File: src/rtl/hamming_pkg.sv
// Shared helpers for extended-Hamming SECDED code layout.
// Bit 0 is overall parity; parity bits sit at power-of-two positions.
package hamming_pkg;

  localparam int MAX_DW = 64;
  localparam int MAX_CW = 72;

  function automatic int par_w(input int data_w);
    int p;
    p = 1;
    while ((1 << p) < data_w + p + 1) p++;
    return p;
  endfunction

  function automatic bit is_pow2(input int pos);
    return (pos > 0) && ((pos & (pos - 1)) == 0);
  endfunction

  function automatic int data_pos(input int i);
    int cnt;
    int res;
    cnt = 0;
    res = 0;
    for (int pos = 3; pos < 2 * MAX_CW; pos++) begin
      if (!is_pow2(pos)) begin
        if (cnt == i && res == 0) res = pos;
        cnt++;
      end
    end
    return res;
  endfunction

  function automatic logic [MAX_CW-1:0] hamming_encode(
    input logic [MAX_DW-1:0] data,
    input int                data_w
  );
    logic [MAX_CW-1:0] cw;
    int   pw;
    int   n;
    logic p;
    cw = '0;
    pw = par_w(data_w);
    n  = data_w + pw + 1;
    for (int i = 0; i < data_w; i++)
      cw[data_pos(i)] = data[i];
    for (int k = 0; k < pw; k++) begin
      p = 1'b0;
      for (int pos = 1; pos < n; pos++)
        if (((pos >> k) & 1) == 1 && !is_pow2(pos))
          p = p ^ cw[pos];
      cw[1 << k] = p;
    end
    cw[0] = ^cw;
    return cw;
  endfunction

endpackage

File: src/rtl/hamming_secded_decoder_if.sv
// Stream bundle for the SECDED decoder: code words in, results out.
interface hamming_secded_decoder_if
  import hamming_pkg::*;
#(
  parameter int DATA_W = 4
);
  localparam int PAR_W = par_w(DATA_W);
  localparam int CW_W  = DATA_W + PAR_W + 1;

  logic              in_valid;
  logic              in_ready;
  logic [CW_W-1:0]   in_code;
  logic              correct_en;
  logic              out_valid;
  logic              out_ready;
  logic [DATA_W-1:0] out_data;
  logic              out_sec;
  logic              out_ded;
  logic [PAR_W-1:0]  out_syndrome;

  modport slave (
    input  in_valid, in_code, correct_en, out_ready,
    output in_ready, out_valid, out_data,
    output out_sec, out_ded, out_syndrome
  );

  modport master (
    output in_valid, in_code, correct_en, out_ready,
    input  in_ready, out_valid, out_data,
    input  out_sec, out_ded, out_syndrome
  );
endinterface

File: src/rtl/hamming_syndrome.sv
// Combinational syndrome (XOR of set-bit indices) and overall parity.
module hamming_syndrome #(
  parameter int CW_W  = 8,
  parameter int PAR_W = 3
) (
  input  logic [CW_W-1:0]  i_code,
  output logic [PAR_W-1:0] o_syn,
  output logic             o_par
);
  always_comb begin
    o_syn = '0;
    for (int i = 1; i < CW_W; i++)
      if (i_code[i]) o_syn = o_syn ^ PAR_W'(i);
  end

  assign o_par = ^i_code;
endmodule

File: src/rtl/hamming_secded_decoder.sv
// Two-stage streaming SECDED decoder with saturating error counters.
module hamming_secded_decoder
  import hamming_pkg::*;
#(
  parameter int DATA_W  = 4,
  parameter int COUNT_W = 16
) (
  input  logic                     clk,
  input  logic                     rst,
  hamming_secded_decoder_if.slave  bus,
  input  logic                     clr_counts,
  output logic [COUNT_W-1:0]       sec_count,
  output logic [COUNT_W-1:0]       ded_count
);
  localparam int PAR_W = par_w(DATA_W);
  localparam int CW_W  = DATA_W + PAR_W + 1;
  localparam logic [PAR_W:0] CW_L = (PAR_W + 1)'(CW_W);
  localparam logic [COUNT_W-1:0] CNT_MAX = '1;

  logic [PAR_W-1:0]  w_syn;
  logic              w_par;
  logic              r_s1_valid;
  logic [CW_W-1:0]   r_s1_code;
  logic [PAR_W-1:0]  r_s1_syn;
  logic              r_s1_par;
  logic              r_s1_cen;
  logic              r_s2_valid;
  logic [DATA_W-1:0] r_data;
  logic              r_sec;
  logic              r_ded;
  logic [PAR_W-1:0]  r_syn;
  logic [COUNT_W-1:0] r_sec_cnt;
  logic [COUNT_W-1:0] r_ded_cnt;

  logic              w_s1_rdy;
  logic              w_s2_rdy;
  logic              w_big;
  logic              w_zero;
  logic              w_sec;
  logic              w_ded;
  logic              w_hs;
  logic [CW_W-1:0]   w_fix;
  logic [DATA_W-1:0] w_data;

  hamming_syndrome #(
    .CW_W  (CW_W),
    .PAR_W (PAR_W)
  ) u_syn (
    .i_code (bus.in_code),
    .o_syn  (w_syn),
    .o_par  (w_par)
  );

  assign w_s2_rdy     = !r_s2_valid || bus.out_ready;
  assign w_s1_rdy     = !r_s1_valid || w_s2_rdy;
  assign bus.in_ready = w_s1_rdy;

  // S beyond the last position can only come from a multi-bit error
  assign w_big  = {1'b0, r_s1_syn} >= CW_L;
  assign w_zero = (r_s1_syn == '0);
  assign w_sec  = r_s1_par && !w_big;
  assign w_ded  = r_s1_par ? w_big : !w_zero;

  always_comb begin
    w_fix = r_s1_code;
    if (w_sec && r_s1_cen && !w_zero)
      w_fix[r_s1_syn] = ~r_s1_code[r_s1_syn];
    w_data = '0;
    for (int i = 0; i < DATA_W; i++)
      w_data[i] = w_fix[data_pos(i)];
  end

  always_ff @(posedge clk or posedge rst) begin
    if (rst) begin
      r_s1_valid <= 1'b0;
      r_s1_code  <= '0;
      r_s1_syn   <= '0;
      r_s1_par   <= 1'b0;
      r_s1_cen   <= 1'b0;
    end else if (w_s1_rdy) begin
      r_s1_valid <= bus.in_valid;
      if (bus.in_valid) begin
        r_s1_code <= bus.in_code;
        r_s1_syn  <= w_syn;
        r_s1_par  <= w_par;
        r_s1_cen  <= bus.correct_en;
      end
    end
  end

  always_ff @(posedge clk or posedge rst) begin
    if (rst) begin
      r_s2_valid <= 1'b0;
      r_data     <= '0;
      r_sec      <= 1'b0;
      r_ded      <= 1'b0;
      r_syn      <= '0;
    end else if (w_s2_rdy) begin
      r_s2_valid <= r_s1_valid;
      if (r_s1_valid) begin
        r_data <= w_data;
        r_sec  <= w_sec;
        r_ded  <= w_ded;
        r_syn  <= r_s1_syn;
      end
    end
  end

  assign w_hs = r_s2_valid && bus.out_ready;

  always_ff @(posedge clk or posedge rst) begin
    if (rst) begin
      r_sec_cnt <= '0;
      r_ded_cnt <= '0;
    end else if (clr_counts) begin
      r_sec_cnt <= '0;
      r_ded_cnt <= '0;
    end else begin
      if (w_hs && r_sec && r_sec_cnt != CNT_MAX)
        r_sec_cnt <= r_sec_cnt + COUNT_W'(1);
      if (w_hs && r_ded && r_ded_cnt != CNT_MAX)
        r_ded_cnt <= r_ded_cnt + COUNT_W'(1);
    end
  end

  assign bus.out_valid    = r_s2_valid;
  assign bus.out_data     = r_data;
  assign bus.out_sec      = r_sec;
  assign bus.out_ded      = r_ded;
  assign bus.out_syndrome = r_syn;
  assign sec_count        = r_sec_cnt;
  assign ded_count        = r_ded_cnt;
endmodule

File: src/flat_wrapper.sv
// flat-port wrapper written by rule: the top's interface ports become plain ports
module hamming_secded_decoder_flat import hamming_pkg::*;
#(
  parameter int DATA_W  = 4,
  parameter int COUNT_W = 16
)
  (clk, rst, clr_counts, sec_count, ded_count, bus_in_valid, bus_in_code, bus_correct_en, bus_out_ready, bus_in_ready, bus_out_valid, bus_out_data, bus_out_sec, bus_out_ded, bus_out_syndrome);
  hamming_secded_decoder_if #(.DATA_W(DATA_W)) bus_i ();
  input  logic clk;
  input  logic rst;
  input  logic clr_counts;
  output logic [COUNT_W-1:0] sec_count;
  output logic [COUNT_W-1:0] ded_count;
  input wire logic [$bits(bus_i.in_valid)-1:0] bus_in_valid;
  input wire logic [$bits(bus_i.in_code)-1:0] bus_in_code;
  input wire logic [$bits(bus_i.correct_en)-1:0] bus_correct_en;
  input wire logic [$bits(bus_i.out_ready)-1:0] bus_out_ready;
  output wire logic [$bits(bus_i.in_ready)-1:0] bus_in_ready;
  output wire logic [$bits(bus_i.out_valid)-1:0] bus_out_valid;
  output wire logic [$bits(bus_i.out_data)-1:0] bus_out_data;
  output wire logic [$bits(bus_i.out_sec)-1:0] bus_out_sec;
  output wire logic [$bits(bus_i.out_ded)-1:0] bus_out_ded;
  output wire logic [$bits(bus_i.out_syndrome)-1:0] bus_out_syndrome;
  assign bus_i.in_valid = bus_in_valid;
  assign bus_i.in_code = bus_in_code;
  assign bus_i.correct_en = bus_correct_en;
  assign bus_i.out_ready = bus_out_ready;
  assign bus_in_ready = bus_i.in_ready;
  assign bus_out_valid = bus_i.out_valid;
  assign bus_out_data = bus_i.out_data;
  assign bus_out_sec = bus_i.out_sec;
  assign bus_out_ded = bus_i.out_ded;
  assign bus_out_syndrome = bus_i.out_syndrome;
  hamming_secded_decoder #(.DATA_W(DATA_W), .COUNT_W(COUNT_W)) u_core (.clk(clk), .rst(rst), .bus(bus_i), .clr_counts(clr_counts), .sec_count(sec_count), .ded_count(ded_count));
endmodule
File: config.mk
export PLATFORM = sky130hd
export DESIGN_NAME = hamming_secded_decoder_flat
export DESIGN_NICKNAME = d
export VERILOG_FILES = /design/src/rtl/hamming_pkg.sv /design/src/rtl/hamming_secded_decoder_if.sv /design/src/rtl/hamming_syndrome.sv /design/src/rtl/hamming_secded_decoder.sv /design/src/flat_wrapper.sv
export SDC_FILE = /design/constraint.sdc
export NUM_CORES = 1
export LEC_CHECK = 0
export ABC_CLOCK_PERIOD_IN_PS = 5600
export BUFFER_PORTS_ARGS = -buffer_cell sky130_fd_sc_hd__buf_2
export CORE_MARGIN = 2
export CORE_UTILIZATION = 25
export CTS_BUF_LIST = sky130_fd_sc_hd__clkbuf_4
export DETAILED_ROUTE_END_ITERATION = 10
export PLACE_DENSITY = 0.49
export SYNTH_ARGS = -nofsm -noshare
export SYNTH_HDL_FRONTEND = slang
export SYNTH_SLANG_ARGS = --single-unit
File: constraint.sdc
create_clock -name clk -period 5.6 [get_ports clk]
set_clock_uncertainty 0.15 [all_clocks]
set_input_delay 0.28 -clock clk [delete_from_list [all_inputs] [get_ports clk]]
set_output_delay 0.28 -clock clk [all_outputs]
set_load 0.03 [all_outputs]
======== After elaboration in Yosys (flattened, before gate mapping) ========
Index checks and enable logic that the tools add are counted.
cells by class
  $add $sub $neg .......................... 2
  order comparisons ....................... 2
  equality and inequality tests ........... 2
  mux-type cells .......................... 18
  bitwise logic cells ..................... 7
  reduce and logical (&&, ||, !) cells .... 19
operators by type and width
  kind                                                         number
  two-way mux 16 bit                                           4
  adder 16 x 1 -> 16 bit (second input constant)               2
  != test 16 bit (second input constant)                       2
  two-way mux 3 bit                                            4
  bitwise mux 8 bit                                            1
  logical AND 1 bit                                            8
  two-way mux 8 bit                                            1
  parity 8 bit                                                 1
  inverter 2 bit                                               3
  less-than comparator 3 x 4 -> 1 bit (second input constant)  1
  two-way mux 1 bit                                            4
  two-way mux 2 bit                                            2
  AND reduction 2 bit                                          2
  nonzero test 2 bit                                           2
  binary-select mux 1 bit (select 3 bit)                       1
  demux 1 bit (select 3 bit)                                   1
  >= comparator 3 x 1 -> 1 bit (second input constant)         1
  zero test 1 bit                                              3
  zero test 3 bit                                              1
  inverter 3 bit                                               1
  logical OR 1 bit                                             2
  inverter 1 bit (first input constant)                        2
  inverter 1 bit                                               1
word-level totals
  register bits after elaboration ......... 56
  input port bits ......................... 14
  output and inout bits ................... 43

======== Logic depth before layout (Yosys ltp) ========
  depth in word-level cells ............... 11
  depth in mapped cells ................... 6
  mapped depth without buffers ............ 5

======== Cells and area by module ========
From an unflattened synthesis, not the netlist that was laid out.
unflattened totals
  cell total of the unflattened synthesis .. 269
  area, all modules ....................... 2716.4 um^2
by module, submodules not included
  module                  times used  cells each  area an instance (um^2)  sequential area each (um^2)
  hamming_secded_decoder  1           258         2612.5                   1301.2
  hamming_syndrome        1           11          103.8                    0.0

======== Worst setup path after synthesis ========
OpenSTA, ideal clock, no wires.
  path type ............................... reg2reg
  from .................................... register u_core.r_ded_cnt[0] (netlist: u_core.ded_count[0])
  to ...................................... register u_core.r_ded_cnt[0] (netlist: u_core.ded_count[0])
  arrival time ............................ 1948 ps
  data required time ...................... 5325 ps
  setup slack ............................. 3377 ps
  stages on the path, launching flop included .. 6
  buffers on the path ..................... 0
  clock period less this slack ............ 2223 ps
  cell sequence ........................... dfrtp_1 > ha_1 > nand4_1 > nor4_2 > nor2_1 > mux2_2
between the ends
  longest elaborated chain between the ends .. 3
ends and longest elaborated chain
  item                                                      line                                                          text
  start, declared                                           hamming_secded_decoder.sv:33                                  logic [COUNT_W-1:0] r_ded_cnt;
  start signal, assigned                                    hamming_secded_decoder.sv:122                                 r_ded_cnt <= r_ded_cnt + COUNT_W'(1);
  adder 16 x 1 -> 16 bit or != test 16 bit (tied branches)  hamming_secded_decoder.sv:122, hamming_secded_decoder.sv:121
  two-way mux 16 bit or logical AND 1 bit (tied branches)   hamming_secded_decoder.sv:121                                 if (w_hs && r_ded && r_ded_cnt != CNT_MAX)
  two-way mux 16 bit or nonzero test 2 bit (tied branches)  --
Several ways; a longest one is shown, not always the timed one. The select of a mux whose other input is x is not followed.
A chain may end at the register's enable or synchronous reset.

======== Worst setup path in the final report ========
  from .................................... register u_core.r_ded_cnt[0] (netlist: u_core.ded_count[0])
  to ...................................... register u_core.r_ded_cnt[14] (netlist: u_core.ded_count[14])
The elaborated chain is that of the path after synthesis.

==> flow_metrics.tcl <==
set metrics [dict create \
    drive_above_1_share_pct 27.5 \
    crit_family "simple AND/OR/NAND/NOR gates" \
    placed_area_um2 3180 \
    reg2reg_slack_ns 3.37 \
    crit_cells 5 \
    core_area_um2 10800 \
    n_antenna_cell 0 \
    cts_root_buffer "clkbuf_4" \
    hold_path_class "input port to flip-flop" \
    synth_seq_cells 52 \
    synth_area_per_cell_um2 9.94 \
    nNetsFinal 353 \
    r2r_start "u_core.ded_count[0]$_DFFE_PP0P_" \
    cp-endpoint "u_core.ded_count[14]$_DFFE_PP0P_" \
    status "completed" \
    critPathLaunchType "flip-flop" \
    maxSlewViolCount 0 \
    dp_hpwl_mm 4.79 \
    ys_warn_count 0 \
    grt_antenna_before_repair 0 \
    cts_made_buffers 5 \
    fmax_ghz 0.449 \
    worst_slew_margin_rel_pct 39.1 \
    wire_per_inst_um 13.8 \
    peakVddDrop_mv 0.188 \
    cts.sinks 52 \
    boundaryPins 57 \
    grt_use_total_pct 11.8 \
    instances_no_fill 478 \
    viasPerCell 4.88 \
    finalInstanceArea_um2 3300 \
    yosysTopAreaCellShare_pct 47.4 \
    initial_utilization_pct 25.4 \
    syn_inst 276 \
    clk_pin_slew_ns 0.16 \
    grt_max_degree 53 \
    place_inst 466 \
    num_rows 38 \
    finalSetupViolations 0 \
    clock_latency_ns 0.37 \
    power_density_nw_per_um2 260 \
    crit_start "u_core.ded_count[0]$_DFFE_PP0P_" \
    die-area_um2 11800 \
    worst-path-buf-inv 0 \
    tns_ns 0 \
    min_period_ns 2.23 \
    gr-total-overflow 0 \
    worst_slack_ns 3.37 \
    post-place-ws_ns 3.40 \
    ys_types 40 \
    grt_pass1_wl_mm 11.1 \
    maxCapViolCount 0 \
    syn_nets 292 \
    arrival_ns 2.32 \
    synth_area_leaders "dfrtp_1 47%, mux2_2 5.3%, o31ai_1 4.9%, a21oi_1 4.2%, or4_1 3.6%" \
    drtIter0Drc 66 \
    tritoncts "done" \
    worstPathCellList "ha_1 -> nand4_1 -> nor4_1 -> nor4bb_1 -> nor3_1" \
    cts_buffer_depth 2 \
    rsz0062_at_grt "false" \
    vias 2332 \
    synth_top_area_cell "dfrtp_1" \
    totalWireLength_mm 6.58 \
    period_share_pct 39.8 \
    critPathSlowestCell "nor4_1" \
    reg2reg_to "u_core.ded_count[14]$_DFFE_PP0P_" \
    ant_nets 0 \
    end_kind "flip-flop" \
    netlist_area_um2 2740 \
    io_buffer_count 56 \
    htree_levels 2 \
    drcViolationCount 0 \
    finalHoldViolCount 0 \
    p_leak_nw 1.36 \
    critPathKind "flip-flop to flip-flop" \
    reg2regPathDepth 5 \
    worstMarginPinSlew_ns 0.906 \
    area_delta_synth_final_pct 20.4 \
    fp.dieH_um 109 \
    crit_fanout 6 \
    critPathMaxStageDelay_ns 0.63 \
    drt-pass1-iter-count 4 \
    ys_seq_area_share_pct 47.4 \
    grt_pass1_vias 2217 \
    gp_congestion 0.760 \
    crit_required_ns 5.69 \
    die_w_um 109 \
]
-- how the worst min path moves through the flow --
stage / from / to / slack (ns) / depth (start not counted)
2_1_floorplan: bus_in_valid / u_core.r_s1_valid$_DFFE_PP0P_ / 0.24 / 1
3_3_place_gp: u_core.bus.out_data[3]$_DFFE_PP0P_ / u_core.bus.out_data[3]$_DFFE_PP0P_ / 0.31 / 2
3_5_place_dp: u_core.r_s1_valid$_DFFE_PP0P_ / u_core.bus.out_valid$_DFFE_PP0P_ / 0.32 / 1
4_1_cts: bus_in_code[5] / u_core.r_s1_code[5]$_DFFE_PP0P_ / 0.009 / 2
5_1_grt: bus_in_code[5] / u_core.r_s1_code[5]$_DFFE_PP0P_ / 0.006 / 2
6_report: bus_in_code[5] / u_core.r_s1_code[5]$_DFFE_PP0P_ / 0.03 / 2
-- sequential cells by signal, indices dropped and copies added, names as in the netlist --
| register | cells |
|---|---|
| u_core.sec_count | 16 |
| u_core.r_s1_cen | 1 |
| u_core.r_s1_valid | 1 |
| u_core.r_s1_code | 4 |
| u_core.r_s1_syn | 3 |
| u_core.bus.out_data | 4 |
| u_core.bus.out_valid | 1 |
| u_core.bus.out_sec | 1 |
| u_core.ded_count | 16 |
| u_core.bus.out_syndrome | 3 |
| u_core.bus.out_ded | 1 |
| u_core.r_s1_par | 1 |
-- area by class of cell --
cell class,count,area [um2]
timing repair buffer,62,335
inverter,10,37.5
clock buffer,5,37.5
fill,1132,7490
multi-input combinational,206,1370
sequential,52,1300
clock inverter,3,42.5
tap,140,175
-- worst reg2reg max path, cell delays in order, from the launching register on --
cell and delay, ns:
dfrtp_1 0.44, ha_1 0.23, nand4_1 0.23, nor4_1 0.63, nor4bb_1 0.37, nor3_1 0.08
-- per-layer routing --
metal / vias to the layer above / GRT usage (%) / share of wire, % / wire length, um
met1: 1118 / 15.9 / 48 / 3130
li1: 1159 / - / - / -
met5: - / 0 / 0 / 0
met3: 4 / 2.87 / 5.0 / 329
met2: 51 / 19.1 / 47 / 3080
met4: 0 / 2.84 / 0.73 / 48
-- per-stage QoR --
stage | hold slack, ns | util [%] | total power (W)
final | 0.0329 | 30.6 | 0.000860
after global placement | 0.315 | 29.5 | 0.000648
after CTS | 0.00868 | 30.6 | 0.000880
after global routing | 0.00643 | 30.6 | 0.000917
after floorplan | 0.238 | - | 0.000587
after detailed placement | 0.324 | 29.5 | 0.000650
-- power breakdown --
part           switching [W]  total [W]  internal [W]
logic               0.000118   0.000188     0.0000699
registers          0.0000369   0.000452      0.000415
clock network       0.000127   0.000220     0.0000933
total               0.000282   0.000860      0.000578
-- cells in the final DEF, fill, tap and decap left out, types with 3 or more instances in the layout --
master and n:
a21oi_1 23, buf_2 56, clkbuf_4 5, dfrtp_1 52
dlygate4sd3_1 4, inv_1 9, mux2_2 13, nand2_1 25
nand2b_1 3, nand3_1 13, nand4_1 7, nor2_1 11
nor3_1 6, nor4_1 3, o21ai_0 11, o31ai_1 18
o41ai_1 4, or2_2 4, or3_1 9, or4_1 13
xnor2_1 10, xor2_1 5
-- synthesized netlist by cell type (all sizes together) --
library cell	instances
dfrtp	52
nand2	25
a21oi	23
o31ai	18
or4	16
nand3	14
mux2	13
nor2	11
o21ai	11
inv	10
or3	10
xnor2	10
nand4	9
clkbuf	7
nor3	6
nor4	5
xor2	5
o41ai	4
or2	4
nand2b	3
a31oi	2
ha	2
mux2i	2
nand3b	2
nor2b	2
nor3b	2
o311ai	2
a211oi	1
and2	1
and3	1
and4	1
buf	1
nor4bb	1
-- cell families after synthesis --
logic type	synth area share (%)
buffers and inverters	2.51
adder cells (fa/ha/maj)	0.912
AND/OR/NAND/NOR	24.5
flip-flops	47.4
multiplexers	6.07
XOR/XNOR	4.79
AO/OA/AOI/OAI	13.8
-- repair_timing --
| item | CTS | global route |
|---|---|---|
| hold endpoints to repair | 55 | 0 |
| gates resized for setup | 0 | 0 |
| hold buffers | 4 | 0 |
| setup buffers | 0 | 0 |
No activity file was read; power rests on OpenSTA's default activity.
